File: src/rtl/fpall_pkg.sv
// rtl/fpall_pkg.sv - shared fpall types, scheduler state encoding and per-op latency lookup
package fpall_pkg;

    typedef enum logic [1:0] {
        OP_ADD  = 2'd0,
        OP_MUL  = 2'd1,
        OP_SQRT = 2'd2,
        OP_DIV  = 2'd3
    } fp_op_e;

    typedef enum logic {
        FP32 = 1'b0,
        FP16 = 1'b1
    } fp_fmt_e;

    typedef union packed {
        logic [31:0] f32;
        struct packed {
            logic [15:0] hi;
            logic [15:0] lo;
        } bf16;
    } fp_vec_u;

    typedef enum logic [1:0] {
        IDLE  = 2'd0,
        ISSUE = 2'd1,
        WAIT  = 2'd2,
        RESP  = 2'd3
    } sched_state_e;

    localparam int CNT_W = 6;

    function automatic logic [CNT_W-1:0] op_latency(fp_op_e op, int lat_add, int lat_mul,
                                                    int lat_sqrt, int lat_div);
        logic [CNT_W-1:0] lat;
        case (op)
            OP_ADD:  lat = CNT_W'(lat_add);
            OP_MUL:  lat = CNT_W'(lat_mul);
            OP_SQRT: lat = CNT_W'(lat_sqrt);
            default: lat = CNT_W'(lat_div);
        endcase
        return lat;
    endfunction

endpackage

File: src/rtl/fpall_sched_if.sv
// rtl/fpall_sched_if.sv - request, datapath and response signals of the fpall issue controller
interface fpall_sched_if;
    import fpall_pkg::*;

    logic [1:0]  req_valid;
    logic [1:0]  req_ready;
    fp_op_e      req0_op;
    fp_op_e      req1_op;
    fp_fmt_e     req0_fmt;
    fp_fmt_e     req1_fmt;
    fp_vec_u     req0_a;
    fp_vec_u     req0_b;
    fp_vec_u     req1_a;
    fp_vec_u     req1_b;

    logic        dp_start;
    fp_op_e      dp_op;
    fp_fmt_e     dp_fmt;
    fp_vec_u     dp_a;
    fp_vec_u     dp_b;
    logic [31:0] dp_result;

    logic        rsp_valid;
    logic        rsp_ready;
    logic        rsp_id;
    logic [31:0] rsp_data;

    modport master (
        output req_valid, req0_op, req1_op, req0_fmt, req1_fmt,
               req0_a, req0_b, req1_a, req1_b, dp_result, rsp_ready,
        input  req_ready, dp_start, dp_op, dp_fmt, dp_a, dp_b,
               rsp_valid, rsp_id, rsp_data
    );

    modport slave (
        input  req_valid, req0_op, req1_op, req0_fmt, req1_fmt,
               req0_a, req0_b, req1_a, req1_b, dp_result, rsp_ready,
        output req_ready, dp_start, dp_op, dp_fmt, dp_a, dp_b,
               rsp_valid, rsp_id, rsp_data
    );

endinterface

File: src/rtl/fpall_rr_arb2.sv
// rtl/fpall_rr_arb2.sv - two-input round-robin arbiter, history updated only on accept
module fpall_rr_arb2 (
    input  logic       clk,
    input  logic       rst_n,
    input  logic [1:0] req_i,
    input  logic       accept_i,
    output logic [1:0] grant_o
);

    logic last_grant_q, last_grant_d;

    always_comb begin
        grant_o      = 2'b00;
        last_grant_d = last_grant_q;
        case (req_i)
            2'b01:   grant_o = 2'b01;
            2'b10:   grant_o = 2'b10;
            2'b11:   grant_o = last_grant_q ? 2'b01 : 2'b10;
            default: grant_o = 2'b00;
        endcase
        if (accept_i) begin
            last_grant_d = grant_o[1];
        end
    end

    // Reset history points at requester 1 so requester 0 wins the first tie.
    always_ff @(posedge clk or negedge rst_n) begin
        if (!rst_n) begin
            last_grant_q <= 1'b1;
        end else begin
            last_grant_q <= last_grant_d;
        end
    end

endmodule

File: src/rtl/fpall_sched.sv
// rtl/fpall_sched.sv - two-requester issue controller for the non-pipelined fpall unit
// Optional performance counters enabled with FPALL_SCHED_PERF_EN.
module fpall_sched
    import fpall_pkg::*;
#(
    parameter int LAT_ADD  = 2,
    parameter int LAT_MUL  = 3,
    parameter int LAT_SQRT = 12,
    parameter int LAT_DIV  = 12
) (
    input  logic          clk,
    input  logic          rst_n,
    fpall_sched_if.slave  bus
`ifdef FPALL_SCHED_PERF_EN
    ,
    output logic [31:0]   perf_ops,
    output logic [31:0]   perf_busy
`endif
);

    sched_state_e     state_q, state_d;
    logic [CNT_W-1:0] cnt_q, cnt_d;
    fp_op_e           op_q, op_d;
    fp_fmt_e          fmt_q, fmt_d;
    fp_vec_u          a_q, a_d, b_q, b_d;
    logic             id_q, id_d;
    logic [31:0]      data_q, data_d;

    logic [1:0]       arb_req;
    logic [1:0]       grant;
    logic             accept;
    logic             sel;

    assign arb_req = (state_q == IDLE) ? bus.req_valid : 2'b00;

    fpall_rr_arb2 u_arb (
        .clk      (clk),
        .rst_n    (rst_n),
        .req_i    (arb_req),
        .accept_i (accept),
        .grant_o  (grant)
    );

    // Gated by reset so req_ready reads 0 while reset is asserted, even with requests pending.
    assign bus.req_ready = rst_n ? grant : 2'b00;
    assign accept        = |bus.req_ready;
    assign sel           = grant[1];

    always_comb begin
        state_d = state_q;
        cnt_d   = cnt_q;
        op_d    = op_q;
        fmt_d   = fmt_q;
        a_d     = a_q;
        b_d     = b_q;
        id_d    = id_q;
        data_d  = data_q;
        case (state_q)
            IDLE: begin
                if (accept) begin
                    op_d    = sel ? bus.req1_op  : bus.req0_op;
                    fmt_d   = sel ? bus.req1_fmt : bus.req0_fmt;
                    a_d     = sel ? bus.req1_a   : bus.req0_a;
                    b_d     = sel ? bus.req1_b   : bus.req0_b;
                    id_d    = sel;
                    state_d = ISSUE;
                end
            end
            ISSUE: begin
                cnt_d   = op_latency(op_q, LAT_ADD, LAT_MUL, LAT_SQRT, LAT_DIV);
                state_d = WAIT;
            end
            WAIT: begin
                cnt_d = cnt_q - 1'b1;
                if (cnt_q == CNT_W'(1)) begin
                    data_d  = bus.dp_result;
                    state_d = RESP;
                end
            end
            RESP: begin
                if (bus.rsp_ready) begin
                    state_d = IDLE;
                end
            end
            default: state_d = IDLE;
        endcase
    end

    always_ff @(posedge clk or negedge rst_n) begin
        if (!rst_n) begin
            state_q <= IDLE;
            cnt_q   <= '0;
            op_q    <= OP_ADD;
            fmt_q   <= FP32;
            a_q     <= '0;
            b_q     <= '0;
            id_q    <= 1'b0;
            data_q  <= '0;
        end else begin
            state_q <= state_d;
            cnt_q   <= cnt_d;
            op_q    <= op_d;
            fmt_q   <= fmt_d;
            a_q     <= a_d;
            b_q     <= b_d;
            id_q    <= id_d;
            data_q  <= data_d;
        end
    end

    assign bus.dp_start  = (state_q == ISSUE);
    assign bus.dp_op     = op_q;
    assign bus.dp_fmt    = fmt_q;
    assign bus.dp_a      = a_q;
    assign bus.dp_b      = b_q;
    assign bus.rsp_valid = (state_q == RESP);
    assign bus.rsp_id    = id_q;
    assign bus.rsp_data  = data_q;

`ifdef FPALL_SCHED_PERF_EN
    logic [31:0] perf_ops_q, perf_busy_q;

    always_ff @(posedge clk or negedge rst_n) begin
        if (!rst_n) begin
            perf_ops_q  <= '0;
            perf_busy_q <= '0;
        end else begin
            if (state_q == ISSUE) begin
                perf_ops_q <= perf_ops_q + 32'd1;
            end
            if (state_q != IDLE) begin
                perf_busy_q <= perf_busy_q + 32'd1;
            end
        end
    end

    assign perf_ops  = perf_ops_q;
    assign perf_busy = perf_busy_q;
`endif

endmodule

File: src/flat_wrapper.sv
// flat-port wrapper written by rule: the top's interface ports become plain ports
module fpall_sched_flat import fpall_pkg::*;
#(
    parameter int LAT_ADD  = 2,
    parameter int LAT_MUL  = 3,
    parameter int LAT_SQRT = 12,
    parameter int LAT_DIV  = 12
)
  (clk, rst_n, bus_req_valid, bus_req0_op, bus_req1_op, bus_req0_fmt, bus_req1_fmt, bus_req0_a, bus_req0_b, bus_req1_a, bus_req1_b, bus_dp_result, bus_rsp_ready, bus_req_ready, bus_dp_start, bus_dp_op, bus_dp_fmt, bus_dp_a, bus_dp_b, bus_rsp_valid, bus_rsp_id, bus_rsp_data);
  fpall_sched_if bus_i ();
  input  logic clk;
  input  logic rst_n;
  input wire logic [$bits(bus_i.req_valid)-1:0] bus_req_valid;
  input wire logic [$bits(bus_i.req0_op)-1:0] bus_req0_op;
  input wire logic [$bits(bus_i.req1_op)-1:0] bus_req1_op;
  input wire logic [$bits(bus_i.req0_fmt)-1:0] bus_req0_fmt;
  input wire logic [$bits(bus_i.req1_fmt)-1:0] bus_req1_fmt;
  input wire logic [$bits(bus_i.req0_a)-1:0] bus_req0_a;
  input wire logic [$bits(bus_i.req0_b)-1:0] bus_req0_b;
  input wire logic [$bits(bus_i.req1_a)-1:0] bus_req1_a;
  input wire logic [$bits(bus_i.req1_b)-1:0] bus_req1_b;
  input wire logic [$bits(bus_i.dp_result)-1:0] bus_dp_result;
  input wire logic [$bits(bus_i.rsp_ready)-1:0] bus_rsp_ready;
  output wire logic [$bits(bus_i.req_ready)-1:0] bus_req_ready;
  output wire logic [$bits(bus_i.dp_start)-1:0] bus_dp_start;
  output wire logic [$bits(bus_i.dp_op)-1:0] bus_dp_op;
  output wire logic [$bits(bus_i.dp_fmt)-1:0] bus_dp_fmt;
  output wire logic [$bits(bus_i.dp_a)-1:0] bus_dp_a;
  output wire logic [$bits(bus_i.dp_b)-1:0] bus_dp_b;
  output wire logic [$bits(bus_i.rsp_valid)-1:0] bus_rsp_valid;
  output wire logic [$bits(bus_i.rsp_id)-1:0] bus_rsp_id;
  output wire logic [$bits(bus_i.rsp_data)-1:0] bus_rsp_data;
  assign bus_i.req_valid = bus_req_valid;
  assign bus_i.req0_op = bus_req0_op;
  assign bus_i.req1_op = bus_req1_op;
  assign bus_i.req0_fmt = bus_req0_fmt;
  assign bus_i.req1_fmt = bus_req1_fmt;
  assign bus_i.req0_a = bus_req0_a;
  assign bus_i.req0_b = bus_req0_b;
  assign bus_i.req1_a = bus_req1_a;
  assign bus_i.req1_b = bus_req1_b;
  assign bus_i.dp_result = bus_dp_result;
  assign bus_i.rsp_ready = bus_rsp_ready;
  assign bus_req_ready = bus_i.req_ready;
  assign bus_dp_start = bus_i.dp_start;
  assign bus_dp_op = bus_i.dp_op;
  assign bus_dp_fmt = bus_i.dp_fmt;
  assign bus_dp_a = bus_i.dp_a;
  assign bus_dp_b = bus_i.dp_b;
  assign bus_rsp_valid = bus_i.rsp_valid;
  assign bus_rsp_id = bus_i.rsp_id;
  assign bus_rsp_data = bus_i.rsp_data;
  fpall_sched #(.LAT_ADD(LAT_ADD), .LAT_MUL(LAT_MUL), .LAT_SQRT(LAT_SQRT), .LAT_DIV(LAT_DIV)) u_core (.clk(clk), .rst_n(rst_n), .bus(bus_i));
endmodule
File: config.mk
export PLATFORM = sky130hd
export DESIGN_NAME = fpall_sched_flat
export DESIGN_NICKNAME = d
export VERILOG_FILES = /design/src/rtl/fpall_pkg.sv /design/src/rtl/fpall_sched_if.sv /design/src/rtl/fpall_rr_arb2.sv /design/src/rtl/fpall_sched.sv /design/src/flat_wrapper.sv
export SDC_FILE = /design/constraint.sdc
export NUM_CORES = 1
export LEC_CHECK = 0
export ABC_CLOCK_PERIOD_IN_PS = 1900
export CORE_ASPECT_RATIO = 0.6
export CORE_MARGIN = 2
export CORE_UTILIZATION = 36
export DETAILED_ROUTE_END_ITERATION = 8
export PLACE_DENSITY = 0.77
export SLEW_MARGIN = 20
export SYNTH_ARGS = -nofsm -noshare
export SYNTH_HDL_FRONTEND = slang
export SYNTH_SLANG_ARGS = --single-unit
File: constraint.sdc
create_clock -name clk -period 1.9 [get_ports clk]
set_clock_uncertainty 0.05 [all_clocks]
set_input_delay 0.57 -clock clk [delete_from_list [all_inputs] [get_ports clk]]
set_output_delay 0.57 -clock clk [all_outputs]
set_load 0.1 [all_outputs]
Yosys cells after proc, flatten, opt, wreduce, memory -nomap -nowiden
Index checks and enable logic that the tools add are counted.
{"block": "totals", "ff_bits": 109, "latchBits": 0, "ramBits": 0, "mem_bits_ro": 0, "out_inout_bits": 104, "word_cells": 42, "memories": 0}
{"block": "op_classes", "add_sub_neg": 1, "multipliers": 0, "div": 0, "magnitude_cmp": 0, "eq_ne": 11, "shifts": 0, "n_mux": 14, "bitwise": 0, "n_reduce_logical": 7}
{"operator": "2-to-1 mux 32 bit", "n": 2}
{"operator": "2-to-1 mux 2 bit", "n": 7}
{"operator": "case mux 6 bit (2 select lines)", "n": 1}
{"operator": "== test 2 bit, second input constant", "n": 4}
{"operator": "case mux 2 bit (4 select lines)", "n": 1}
{"operator": "case mux 4 bit (2 select lines)", "n": 1}
{"operator": "== test 2 x 1 -> 1 bit, second input constant", "n": 3}
{"operator": "== test 6 x 1 -> 1 bit, second input constant", "n": 1}
{"operator": "case mux 2 bit (3 select lines)", "n": 1}
{"operator": "subtractor 6 x 1 -> 6 bit, second input constant", "n": 1}
{"operator": "logical NOT 2 bit", "n": 2}
{"operator": "inequality test 2 x 1 -> 1 bit, second input constant", "n": 2}
{"operator": "AND reduction 2 bit", "n": 2}
{"operator": "AND reduction 3 bit", "n": 1}
{"operator": "inequality test 2 bit, second input constant", "n": 1}
{"operator": "nonzero test 2 bit", "n": 1}
{"operator": "OR reduction 2 bit", "n": 1}
{"operator": "2-to-1 mux 1 bit", "n": 1}

Depth between registers and ports, before layout
{"block": "depth", "word_depth": 8, "depth_mapped": 8}

Cells and area by module
Synthesis repeated with hierarchy kept, for this count alone.
{"block": "hier_totals", "hier_cells": 428, "hier_area_um2": 5028.6}
{"mod": "fpall_sched", "instances": 1, "cells_per_inst": 423, "area_per_inst_um2": 4964.8}
{"mod": "fpall_rr_arb2", "instances": 1, "cells_per_inst": 5, "area_per_inst_um2": 63.8}

Worst setup path after synthesis
OpenSTA, ideal clock, no wires.
{"block": "synth_path", "path_type": "reg2out", "startpoint": "reg u_core.state_q[1]", "endpoint": "out bus_req_ready[0]", "arrival_ps": 2317, "t_required_ps": 1280, "setup_slack_ps": -1037, "stages_incl_launch_ff": 5, "cell_sequence": "dfrtp_1 -> inv_1 -> ha_1 -> nand3_1 -> a21oi_1"}
{"block": "synth_between", "elab_chain_cells": 5, "elab_cells_between_ends": 7, "cone_classes": "eq/ne (3); mux (3); reduce/logical (1)"}
{"item": "from (decl)", "line_no": "fpall_sched.sv:21", "rtl": "sched_state_e state_q, state_d;"}
{"item": "from (signal assigned)", "line_no": "fpall_sched.sv:100", "rtl": "state_q <= state_d;"}
{"item": "logical NOT 2 bit *", "line_no": "fpall_sched.sv:34", "rtl": "assign arb_req = (state_q == IDLE) ? bus.req_valid : 2'b00;"}
{"item": "2-to-1 mux 2 bit *", "line_no": "fpall_sched.sv:34"}
{"item": "== test 2 bit or == test 2 x 1 -> 1 bit (tied branches)", "line_no": "fpall_rr_arb2.sv:15", "rtl": "case (req_i)"}
{"item": "case mux 2 bit (3 select lines) *", "line_no": "fpall_rr_arb2.sv:15"}
{"item": "2-to-1 mux 2 bit *", "line_no": "fpall_sched.sv:45", "rtl": "assign bus.req_ready = rst_n ? grant : 2'b00;"}
{"item": "to (decl)", "line_no": "flat_wrapper.sv:24", "rtl": "output wire logic [$bits(bus_i.req_ready)-1:0] bus_req_ready;"}
Mark *: on every way between the ends. The rest lies on a longest branch, timed or not.

Final worst setup path
{"block": "layout_path", "startpoint": "reg u_core.state_q[1]", "endpoint": "out bus_req_ready[1]"}
Same word-level chain as after synthesis.

==> flow_summary.yaml <==
final_layout:
  fillCellCount: 1066
  seq_area_mm2: 0.002729
  design_area_mm2: 0.009752
  drive_gt1_share_pct: 24.84
  final_nets: 970
  syn2layout_area_growth_pct: 85.79
  multi_input_area_mm2: 0.002335
  final_util_pct: 67.82
sta:
  finalHoldViolations: 0
  timing.hold.ws_ps: 198.9
  slew_violations: 0
  setup_viol: 2
  tns_ps: -410.3
  post-route-worst-setup-slack_ps: -242.9
  fmax_mhz: 466.7
  post-route-period-util_pct: 112.8
  period_needed_ps: 2143
  grt_setup_unrepaired: "true"
  tightest_slew_ps: 756.2
  slew_headroom_pct: 49.59
critical_path:
  critPathArrivalTime_ps: 1520
  path_class: "flop to output port"
  cp_max_fo: 4
  critPathLaunchType: "flop"
  end_kind: "output port"
  required_ps: 1280
clock_tree:
  cts_sinks: 109
  numCtsBuffers: 9
  cts-root-buf: "clkbuf_16"
  clock_latency_ps: 330
  clkTransAtPathRegs_ps: 70
  clock_path_buffers: 2
  cts_tree: "yes"
  ctsHtreeMaxLevel: 3
die:
  die_area_mm2: 0.01559
  io-pin-count: 275
  num_rows: 34
  start_util_pct: 36.50
  die_h_um: 97.53
  core-area_mm2: 0.01438
  die_x_um: 159.9
logic_synthesis:
  ys_types: 39
  yosysSeqAreaShare_pct: 51.99
  ys_async_sr_fraction_pct: 100.0
  synth_nets: 703
  synth_area_leader_cell: "dfrtp_1"
  syn_inst: 525
  synth_top_cell_area_share_pct: 51.49
  avgSynthCellArea_um2: 9.998
  ys_warn_count: 0
  synth-seq-cells: 109
  synth_edf_count: 0
  synthMostInstantiatedCell: "dfrtp_1"
  synth_area_mm2: 0.005249
  synthTopCellsByArea: "dfrtp_1 (51%), a31oi_1 (8.6%), mux2_4 (8.6%)"
  synth_common_cells: "dfrtp_1 (108), a31oi_1 (72), nand3_1 (70), o21ai_0 (70), nor2_1 (68)"
  synth_ff_type: "dfrtp_1"
drt:
  wl_per_cell_um: 17.81
  dr.pass1.iters: 4
  wl_um: 17740
  route.detailed.drc: 0
  route.vias.total: 5158
  drt_iter0_drc: 312
  ant_nets: 0
  viasPerCell: 5.179
placed_design:
  dp_hpwl_um: 13270
  dpl_cell_area_mm2: 0.009343
  gp_congestion: 0.8201
  numPortBuffers: 274
grt:
  grt_max_degree: 68
  grt_pass1_wl_um: 28550
  grt_pass1_vias: 5249
  gr-usage-all-layers_pct: 23.03
  antenna_found_initial: 1
  grt_overflow_total: 0
status:
  status: "complete, but fails checks"
  failed_checks: "setup timing"
min_path:
  min_path_type: "primary input to asynchronous set/reset pin"
run:
  cap_violations: 0
timing repair:
action                                 in CTS  in global routing
setup endpoints to repair                  59                 48
buffers inserted                            5                  5
resized for setup                           6                  1
hold buffers                                1                  0
endpoints found under the hold margin       1                  0
pin swaps                                   1                  1
gates cloned                                0                  0
path summary, 6_finish.rpt:
check                             startpoint                         to  slack (ps)  cells after the start
min in group clk                       rst_n  u_core.u_arb.last_grant_q         470                      2
max in group asynchronous              rst_n     u_core.bus.rsp_data[9]         870                      2
hold reg to reg              u_core.cnt_q[5]            u_core.cnt_q[5]         520                      2
setup / recovery           u_core.state_q[1]           bus_req_ready[1]        -240                      5
setup reg to reg           u_core.state_q[1]          u_core.state_q[0]          40                      7
hold / removal                         rst_n  u_core.u_arb.last_grant_q         200                      1
critical path: stages, from the launching register on:
cell     delay (ps)
dfrtp_1         400
inv_2            90
ha_4            170
and2_4          150
and3_4          210
buf_12          180
cells by family (layout without fill, tap and decap cells):
| group | after synthesis | count (layout) | share of synthesized area, % |
|---|---|---|---|
| DFF | 109 | 109 | 51.99 |
| buffers and inverters | 58 | 330 | 4.863 |
| AOI/OAI and AO/OA | 157 | 157 | 17.33 |
| muxes | 34 | 34 | 9.392 |
| other | 0 | 1 | 0 |
| adders and majority gates | 7 | 7 | 1.669 |
| and+or+nand+nor | 160 | 160 | 14.76 |
area by class of cell:
class | instances | area share, %
inverters | 9 | 0.3464
clock buffers | 10 | 2.451
clock inverters | 6 | 0.7057
repair buffers | 305 | 42.01
diodes | 1 | 0.02566
well taps | 198 | 2.540
multi-input cells | 358 | 23.94
flip-flops and latches | 109 | 27.98
state kept, by name (all words and copies together), names as in the netlist:
signal                     cells
u_core.bus.rsp_data           32
u_core.bus.dp_a               32
u_core.cnt_q                   6
u_core.bus.dp_b               32
u_core.bus.rsp_id              1
u_core.state_q                 2
u_core.u_arb.last_grant_q      1
u_core.bus.dp_fmt              1
u_core.bus.dp_op               2
metrics by stage:
stage                     cells  setup WS, ps
final                       996        -242.9
after global routing        996        -305.6
after CTS                   991        -265.9
after detailed placement    970        -430.6
after global placement      970        -325.5
after floorplan             525        -107.9
metal layers:
layer | up-vias | GRT usage [%] | part of all wire (%)
met5 | - | 0 | 0
met4 | 0 | 4.089 | 1.2
met3 | 14 | 8.024 | 9.1
met2 | 241 | 37.80 | 47
met1 | 2479 | 29.90 | 42
li1 | 2424 | - | -
cells in the final DEF (no fill, tap or decap), types with 3 or more instances in the layout:
cell / n
clkdlybuf4s50_1: 167
buf_12: 109
dfrtp_1: 108
a31oi_1: 72
nand3_1: 70
o21ai_0: 70
nor2_1: 68
mux2_4: 30
buf_4: 25
clkbuf_16: 9
inv_1: 7
nand2b_1: 4
ha_1: 4
ha_4: 3
Power is not shown: default switching activity piles up to over one toggle a cycle in this logic, so the estimate is an artifact.
